### config.mk
export PLATFORM = sky130hd
export DESIGN_NAME = uart_echo_fifo_flat
export DESIGN_NICKNAME = d
export VERILOG_FILES = /design/src/rtl/uart_echo_pkg.sv /design/src/rtl/uart_echo_fifo_if.sv /design/src/rtl/sync_fifo.sv /design/src/rtl/uart_echo_fifo.sv /design/src/flat_wrapper.sv
export SDC_FILE = /design/constraint.sdc
export NUM_CORES = 1
export LEC_CHECK = 0
export BUFFER_PORTS_ARGS = -buffer_cell sky130_fd_sc_hd__buf_2
export CAP_MARGIN = 20
export CORE_MARGIN = 2
export CORE_UTILIZATION = 36
export CTS_CLUSTER_DIAMETER = 120
export DETAILED_ROUTE_END_ITERATION = 10
export PLACE_DENSITY = 0.54
export SLEW_MARGIN = 20
export SYNTH_ARGS = -nofsm -noshare
export SYNTH_HDL_FRONTEND = slang
export SYNTH_SLANG_ARGS = --single-unit
### constraint.sdc
create_clock -name clk -period 3.7 [get_ports clk]
set_clock_uncertainty 0.1 [all_clocks]
set_input_delay 0 -clock clk [delete_from_list [all_inputs] [get_ports clk]]
set_output_delay 0 -clock clk [all_outputs]
set_load 0.01 [all_outputs]
### src/rtl/uart_echo_pkg.sv
// Shared types and constants for the UART echo buffer: transmit FSM states,
// the CR line terminator and the lower-to-upper case conversion helper.
package uart_echo_pkg;

  typedef enum logic [1:0] {
    IDLE,
    START,
    SETTLE,
    WAIT
  } tx_state_e;

  localparam logic [7:0] CR          = 8'h0D;
  localparam logic [7:0] LOWER_A     = 8'h61;
  localparam logic [7:0] LOWER_Z     = 8'h7A;
  localparam logic [7:0] CASE_OFFSET = 8'h20;

  function automatic logic [7:0] to_upper(input logic [7:0] b);
    return (b >= LOWER_A && b <= LOWER_Z) ? b - CASE_OFFSET : b;
  endfunction

endpackage

### src/rtl/uart_echo_fifo_if.sv
// Byte-level link between the UART receiver/transmitter and the echo buffer.
// The master side feeds received bytes and transmitter status; the slave side is the buffer.
interface uart_echo_fifo_if;

  logic       rx_rcv;
  logic [7:0] rx_data;
  logic       tx_ready;
  logic       tx_start;
  logic [7:0] tx_data;

  modport master (
    output rx_rcv, rx_data, tx_ready,
    input  tx_start, tx_data
  );

  modport slave (
    input  rx_rcv, rx_data, tx_ready,
    output tx_start, tx_data
  );

endinterface

### src/rtl/sync_fifo.sv
// Single-clock FIFO; dout is a register loaded on pop, head peeks the oldest entry.
// A push while full is taken only when a pop frees a slot in the same cycle.
module sync_fifo #(
  parameter  int WIDTH = 8,
  parameter  int DEPTH = 16,
  localparam int AW    = $clog2(DEPTH)
) (
  input  logic             clk,
  input  logic             rst,
  input  logic             push,
  input  logic [WIDTH-1:0] din,
  input  logic             pop,
  output logic [WIDTH-1:0] dout,
  output logic [WIDTH-1:0] head,
  output logic [AW:0]      level,
  output logic             full,
  output logic             empty
);

  localparam logic [AW:0] DEPTH_L = (AW+1)'(DEPTH);

  logic [WIDTH-1:0] mem_q [DEPTH];
  logic [AW-1:0]    wr_ptr_q, rd_ptr_q;
  logic [AW:0]      level_q;
  logic [WIDTH-1:0] dout_q;
  logic             wr_en, rd_en;

  assign full  = (level_q == DEPTH_L);
  assign empty = (level_q == '0);
  assign wr_en = push && (!full || pop);
  assign rd_en = pop && !empty;
  assign level = level_q;
  assign dout  = dout_q;
  assign head  = mem_q[rd_ptr_q];

  always_ff @(posedge clk) begin
    if (wr_en) mem_q[wr_ptr_q] <= din;
  end

  always_ff @(posedge clk) begin
    if (rst) begin
      wr_ptr_q <= '0;
      rd_ptr_q <= '0;
      level_q  <= '0;
      dout_q   <= '0;
    end else begin
      if (wr_en) wr_ptr_q <= wr_ptr_q + AW'(1);
      if (rd_en) begin
        rd_ptr_q <= rd_ptr_q + AW'(1);
        dout_q   <= mem_q[rd_ptr_q];
      end
      case ({wr_en, rd_en})
        2'b10:   level_q <= level_q + (AW+1)'(1);
        2'b01:   level_q <= level_q - (AW+1)'(1);
        default: level_q <= level_q;
      endcase
    end
  end

endmodule

### src/rtl/uart_echo_fifo.sv
// Buffers received UART bytes and echoes them to the transmitter, optionally
// upper-casing them and holding output until a full line (CR) has arrived.
module uart_echo_fifo
  import uart_echo_pkg::*;
#(
  parameter  int DEPTH     = 16,
  parameter  int UPCASE    = 0,
  parameter  int LINE_MODE = 0,
  localparam int LW        = $clog2(DEPTH) + 1
) (
  input  logic                clk,
  input  logic                rst,
  uart_echo_fifo_if.slave     bus,
  output logic [LW-1:0]       level,
  output logic                overflow,
  output logic [7:0]          last_rx
);

  tx_state_e   state_q, state_d;
  logic        tx_start_q;
  logic        overflow_q;
  logic [7:0]  last_rx_q;
  logic [LW-1:0] cr_cnt_q, cr_cnt_d;
  logic        flush_q;

  logic [7:0]  wr_byte, fifo_head, fifo_dout;
  logic        fifo_pop, fifo_full, fifo_empty;
  logic        push_ok, cr_in, cr_out, release_ok;

  assign wr_byte = (UPCASE != 0) ? to_upper(bus.rx_data) : bus.rx_data;
  assign push_ok = bus.rx_rcv && (!fifo_full || fifo_pop);
  assign cr_in   = push_ok && (wr_byte == CR);
  assign cr_out  = fifo_pop && (fifo_head == CR);

  // A full buffer with no CR would never drain; once full, keep releasing until empty.
  assign release_ok = (LINE_MODE == 0) || (cr_cnt_q != '0) || fifo_full || flush_q;

  sync_fifo #(.WIDTH(8), .DEPTH(DEPTH)) u_fifo (
    .clk   (clk),
    .rst   (rst),
    .push  (bus.rx_rcv),
    .din   (wr_byte),
    .pop   (fifo_pop),
    .dout  (fifo_dout),
    .head  (fifo_head),
    .level (level),
    .full  (fifo_full),
    .empty (fifo_empty)
  );

  always_comb begin
    state_d  = state_q;
    fifo_pop = 1'b0;
    case (state_q)
      IDLE: begin
        if (!fifo_empty && bus.tx_ready && release_ok) begin
          fifo_pop = 1'b1;
          state_d  = START;
        end
      end
      START:  state_d = SETTLE;
      SETTLE: state_d = WAIT;
      WAIT:   if (bus.tx_ready) state_d = IDLE;
      default: state_d = IDLE;
    endcase
  end

  always_comb begin
    cr_cnt_d = cr_cnt_q;
    case ({cr_in, cr_out})
      2'b10:   cr_cnt_d = cr_cnt_q + LW'(1);
      2'b01:   cr_cnt_d = cr_cnt_q - LW'(1);
      default: cr_cnt_d = cr_cnt_q;
    endcase
  end

  always_ff @(posedge clk) begin
    if (rst) begin
      state_q    <= IDLE;
      tx_start_q <= 1'b0;
      overflow_q <= 1'b0;
      last_rx_q  <= '0;
      cr_cnt_q   <= '0;
      flush_q    <= 1'b0;
    end else begin
      state_q    <= state_d;
      tx_start_q <= (state_q == START);
      cr_cnt_q   <= cr_cnt_d;
      if (bus.rx_rcv) last_rx_q <= bus.rx_data;
      if (bus.rx_rcv && fifo_full && !fifo_pop) overflow_q <= 1'b1;
      if (LINE_MODE != 0 && fifo_full) flush_q <= 1'b1;
      else if (fifo_empty)             flush_q <= 1'b0;
    end
  end

  assign bus.tx_start = tx_start_q;
  assign bus.tx_data  = fifo_dout;
  assign overflow     = overflow_q;
  assign last_rx      = last_rx_q;

endmodule

### src/flat_wrapper.sv
// flat-port wrapper written by rule: the top's interface ports become plain ports
module uart_echo_fifo_flat import uart_echo_pkg::*;
#(
  parameter  int DEPTH     = 16,
  parameter  int UPCASE    = 0,
  parameter  int LINE_MODE = 0,
  localparam int LW        = $clog2(DEPTH) + 1
)
  (clk, rst, level, overflow, last_rx, bus_rx_rcv, bus_rx_data, bus_tx_ready, bus_tx_start, bus_tx_data);
  uart_echo_fifo_if bus_i ();
  input  logic clk;
  input  logic rst;
  output logic [LW-1:0] level;
  output logic overflow;
  output logic [7:0] last_rx;
  input wire logic [$bits(bus_i.rx_rcv)-1:0] bus_rx_rcv;
  input wire logic [$bits(bus_i.rx_data)-1:0] bus_rx_data;
  input wire logic [$bits(bus_i.tx_ready)-1:0] bus_tx_ready;
  output wire logic [$bits(bus_i.tx_start)-1:0] bus_tx_start;
  output wire logic [$bits(bus_i.tx_data)-1:0] bus_tx_data;
  assign bus_i.rx_rcv = bus_rx_rcv;
  assign bus_i.rx_data = bus_rx_data;
  assign bus_i.tx_ready = bus_tx_ready;
  assign bus_tx_start = bus_i.tx_start;
  assign bus_tx_data = bus_i.tx_data;
  uart_echo_fifo #(.DEPTH(DEPTH), .UPCASE(UPCASE), .LINE_MODE(LINE_MODE)) u_core (.clk(clk), .rst(rst), .bus(bus_i), .level(level), .overflow(overflow), .last_rx(last_rx));
endmodule
# After elaboration in Yosys (flattened, before gate mapping)
# Memory sizes are Yosys's and may differ from the RTL's. A register that Yosys moved wholly into a read port is not among the register bits.
# Cells that the tools add are included.
# totals
elab_cells	41
latch_bits	0
regBits	25
ramBits	128
mem_bits_ro	0
output_inout_bits	23
n_memories	1
input_bits	12
# classes
reduce_logical	13
n_div	0
n_mul	0
order_cmp	0
addsub	4
eq_ne	8
n_mux	8
n_shift	0
n_bitwise	0
# mem_list
name	words	word_bits	rd	rd_ports_with_merged_regs	wr	line_no	rtl
u_core.u_fifo.mem_q	16	8	1	1	1	sync_fifo.sv:22	logic [WIDTH-1:0] mem_q [DEPTH];
# ops
cell	n
case mux 5 bit (2 select lines)	1
adder 4 x 1 -> 4 bit (second input constant)	2
case mux 2 bit (4 select lines)	1
equality test 2 bit (second input constant)	3
adder 5 x 1 -> 5 bit (second input constant)	1
equality test 5 bit (second input constant)	1
logical AND 1 bit	5
logical NOT 5 bit	1
subtractor 5 x 1 -> 5 bit (second input constant)	1
equality test 2 x 1 -> 1 bit (second input constant)	2
two-way mux 1 bit	4
two-way mux 2 bit	2
logical NOT 1 bit	3
logical NOT 2 bit	1
inequality test 2 x 1 -> 1 bit (second input constant)	1
inequality test 2 bit (second input constant)	1
AND reduction 2 bit	1
nonzero test 2 bit	1
logical OR 1 bit	1

# Depth between registers and ports, before layout
# logic_depth
depth_word	9
depth_mapped	12
depth_no_buf	12

# Modules after synthesis
# Synthesis repeated with hierarchy kept, for this count alone.
# unflattened
cells_unflattened	413
hier_area_um2	6731.5
# modules_own_cells
mod	seq_area_each_um2	n_inst	cells_each	area_per_inst_um2
sync_fifo	4344.2	1	361	6194.7
uart_echo_fifo	240.2	1	52	536.8

# Worst setup path after synthesis
# Ideal clock, no wire load.
# synth_timing
path_type	register -> register
from	reg u_core.state_q[0]
to	reg u_core.u_fifo.level_q[4] (netlist: u_core.u_fifo.level[4])
path_slack_ns	0.904
stages_incl_launch_ff	12
required_ns	3.538
synth_period_minus_slack_ns	2.796
path_buffers	1
t_arrival_ns	2.634
setup_time_ns	0.062
cell_sequence	dfxtp_1 inv_1 ha_1 nand2_1 a31oi_1 inv_1 ha_1 clkbuf_1 or4b_2 a21oi_1 a31oi_1 nand3_1
# synth_between
elab_chain_len	6
elab_cells_between_ends	9
classes_between	eq/ne: 2; mux: 2; reduce/logical: 5
# synth_rtl
element	line_no	rtl
start, declared	uart_echo_fifo.sv:19	tx_state_e state_q, state_d;
start signal, assigned	uart_echo_fifo.sv:86	state_q <= state_d;
logical NOT 2 bit (*)	uart_echo_fifo.sv:54	case (state_q)
two-way mux 1 bit (*)	uart_echo_fifo.sv:54	
logical OR 1 bit	-	
logical AND 1 bit	sync_fifo.sv:30	assign wr_en = push && (!full || pop);
equality test 2 x 1 -> 1 bit or equality test 2 bit (tied branches)	sync_fifo.sv:52	case ({wr_en, rd_en})
case mux 5 bit (2 select lines) or nonzero test 2 bit (tied branches)	-	
end signal, assigned	sync_fifo.sv:53	2'b10: level_q <= level_q + (AW+1)'(1);
end signal, assigned	sync_fifo.sv:54	2'b01: level_q <= level_q - (AW+1)'(1);
end signal, assigned	sync_fifo.sv:55	default: level_q <= level_q;
end, declared	sync_fifo.sv:24	logic [AW:0] level_q;
# Every way passes the cells marked *; elsewhere a longest branch is shown, timed or not.
# A chain may end at the register's enable or synchronous reset.

# Worst setup path after layout
# Same ends and word-level chain as after synthesis.

==> flow_summary_export.csv <==
group,metric,value,unit
synth,synth_flop_cell,"edfxtp_1",
power_and_ir_drop,power_density,628,mW/mm^2
detailed_routing,ant_nets,0,
synth,yosysMostFrequentCell,"edfxtp_1",
timing,slew_headroom,36.5,%
synth,synth_nets,455,
timing,tns,0,ns
clock_tree,clock_path_buffers,2,
synth,yosys.area.top_type,"edfxtp_1",
global_route,antenna_found_initial,0,
power_and_ir_drop,power_leakage,2.61,nW
synth,synthesis.area,0.00662,mm^2
setup_path,required,3.92,ns
floorplan,rows,49,
setup_path,cp_slowest_cell,"a31oi_1",
cells_and_area,seq_area,0.00451,mm^2
placed_design,gp_congestion,0.734,
min_path,hold_class,"in -> reg",
clock_tree,clockRootBuffer,"clkbuf_16",
clock_tree,cts_hold_buf,10,
placed_design,portBuffers,34,
detailed_routing,vias,3723,
cells_and_area,area_growth_syn_to_layout,16.6,%
setup_path,worstPathMaxFanout,9,
global_route,grt_max_degree,38,
setup_path,endpoint_kind,"flip-flop",
clock_tree,cts.sinks,161,
synth,yosys.area.top_type_share,58.0,%
global_route,grt_util_all_layers,15.1,%
floorplan,dieHeight,140,um
global_route,grt_pass1_wl,21800,um
clock_tree,cts_tree,"yes",
timing,rsz0062_at_grt,"false",
timing,fmax,322,MHz
synth,seq_area_frac_synth,68.0,%
cells_and_area,multi_input_area,0.00194,mm^2
clock_tree,cts_max_level,4,
synth,synth_seq_cells,161,
setup_path,cpMostUsedCell,"ha_1",
timing,fin_crit,3.10,ns
timing,period_share,83.8,%
setup_path,cp_slowest_stage_delay,0.54,ns
placed_design,hpwl,9140,um
synth,syn_inst,429,
setup_path,arrival,3.32,ns
synth,synth_area_leaders,"edfxtp_1, dfxtp_1, mux2i_1",
cells_and_area,filler_cell_count,1649,
synth,synth_edf_count,128,
clock_tree,clk-insertion-delay-late,0.43,ns
cells_and_area,fin_nets,504,
global_route,overflow,0,
detailed_routing,drcViolationCount,0,
floorplan,die-width,140,um
floorplan,io_pins,35,
global_route,grt_pass1_vias,3705,
placed_design,placed_area,0.00703,mm^2
power_and_ir_drop,vdd_drop_max,0.000367,V
setup_path,critPathKind,"reg -> reg",
cells_and_area,diodes,0,
setup_path,path_cells,"inv_1, ha_1, nand2_1, a31oi_1, inv_1, ha_1, xor2_1, ha_1, a211o_2, a21oi_1, a211o_1, nand3_1",
cells_and_area,finish.instance_area,0.00772,mm^2
synth,async_flop_share,0,%
clock_tree,post_cts_resized,0,
timing,finalHoldViolations,0,
setup_path,cp_num_buf_inv,2,
timing,finalSetupViolCount,0,
detailed_routing,dr.pass1.iters,4,
synth,synth.yosys.warnings,0,
job,cap_violations,0,
synth,syn_avg_cell_area,15.4,um^2
setup_path,critical-path-top-delay-family,"compound AO/OA/AOI/OAI gates",
floorplan,initial_core_util,36.7,%
clock_tree,post_cts_buffers,0,
detailed_routing,vias_per_cell,5.17,
detailed_routing,wl,14100,um
cells_and_area,postLayoutCoreUtil,42.9,%
synth,synthTopCellsByCount,"edfxtp_1, mux2i_1, nor2_1",
setup_path,cp-start-kind,"flip-flop",
detailed_routing,avgRoutedWirePerCell,19.6,um
timing,worst_slew_pin_slew,0.948,ns
detailed_routing,drt_iter0_markers,159,
status,status,"finished, final reports clean",
cells_and_area,drive_above_1_share,17.7,%
synth,yosys.cell_types.count,49,
clock_tree,clk_pin_slew,0.06,ns
floorplan,core_area,0.0180,mm^2
floorplan,die_area,0.0195,mm^2
timing,maxSlewViolCount,0,
clock_tree,cts_buffers,17,
[sequential cells by signal, summed over array words and instances, names as in the netlist]
name	cells
u_core.u_fifo.mem_q	128
u_core.last_rx	8
u_core.u_fifo.dout	8
u_core.u_fifo.level	5
u_core.u_fifo.rd_ptr_q	4
u_core.u_fifo.wr_ptr_q	4
u_core.state_q	2
u_core.bus.tx_start	1
u_core.overflow	1
[logic make-up (layout without fill, tap and decap cells)]
family,Yosys count,count (layout),synth area share [%]
DFF,161,161,68.0
muxes,66,66,12.3
adders and majority gates,14,14,2.65
xor gates and xnor gates,9,9,1.19
AOI/OAI and AO/OA,62,62,7.03
and+or+nand+nor,83,83,6.12
buffers and inverters,34,96,2.66
[cell type report]
class	count	share of cell area [%]
Multi-Input combinational cell	234	25.1
Timing Repair Buffer	55	4.73
Sequential cell	161	58.3
Inverter	9	0.437
Clock buffer	23	6.74
Tap cell	229	3.71
Clock inverter	9	0.923
[metal layers]
metal / share of wire, % / track usage (%)
met4: 1.9 / 5.74
met2: 46 / 23.0
met1: 49 / 21.1
met3: 3.4 / 3.79
met5: 0 / 0
[report_power, final]
part	internal [mW]	switching [mW]	total [mW]	leakage [nW]
clock network	1.05	0.675	1.73	0.299
registers	2.08	0.142	2.22	1.43
logic	0.387	0.513	0.900	0.879
[stage by stage]
stage / power (mW) / setup WS, ns / hold slack [ns] / instances
final: 4.85 / 0.598 / 0.0294 / 720
after detailed placement: 3.15 / 0.599 / 0.304 / 678
after CTS: 4.89 / 0.606 / 0.0172 / 720
after global routing: 5.08 / 0.237 / 0.0485 / 720
after global placement: 3.13 / 0.707 / 0.305 / 678
after floorplan: 2.89 / 0.904 / -0.00113 / 429
[final timing paths]
kind / startpoint / endpoint / slack [ns] / cells after the start
min: rst / u_core.state_q[1] / 0.03 / 2
min reg2reg: u_core.overflow / u_core.overflow / 0.38 / 2
max: u_core.state_q[0] / u_core.u_fifo.level[4] / 0.60 / 12
max reg2reg: u_core.state_q[0] / u_core.u_fifo.level[4] / 0.60 / 12
[layout by cell type (no fill, tap or decap), drive strengths merged, types with 3 or more instances in the layout]
master	netlist	layout
nor2	46	46
dlygate4sd3	0	10
a2111oi	7	7
a211o	3	3
mux2i	56	56
nand2	9	9
edfxtp	128	128
nor2b	3	3
a21oi	5	5
a211oi	8	8
mux4	10	10
xnor2	5	5
inv	9	12
nand2b	3	3
nand3	4	4
a311oi	3	3
nor3	6	6
dfxtp	33	33
ha	14	14
clkbuf	7	23
clkinv	0	5
buf	18	45
o22ai	22	22
xor2	4	4
a31oi	3	3
No activity file was read; power rests on OpenSTA's default activity.
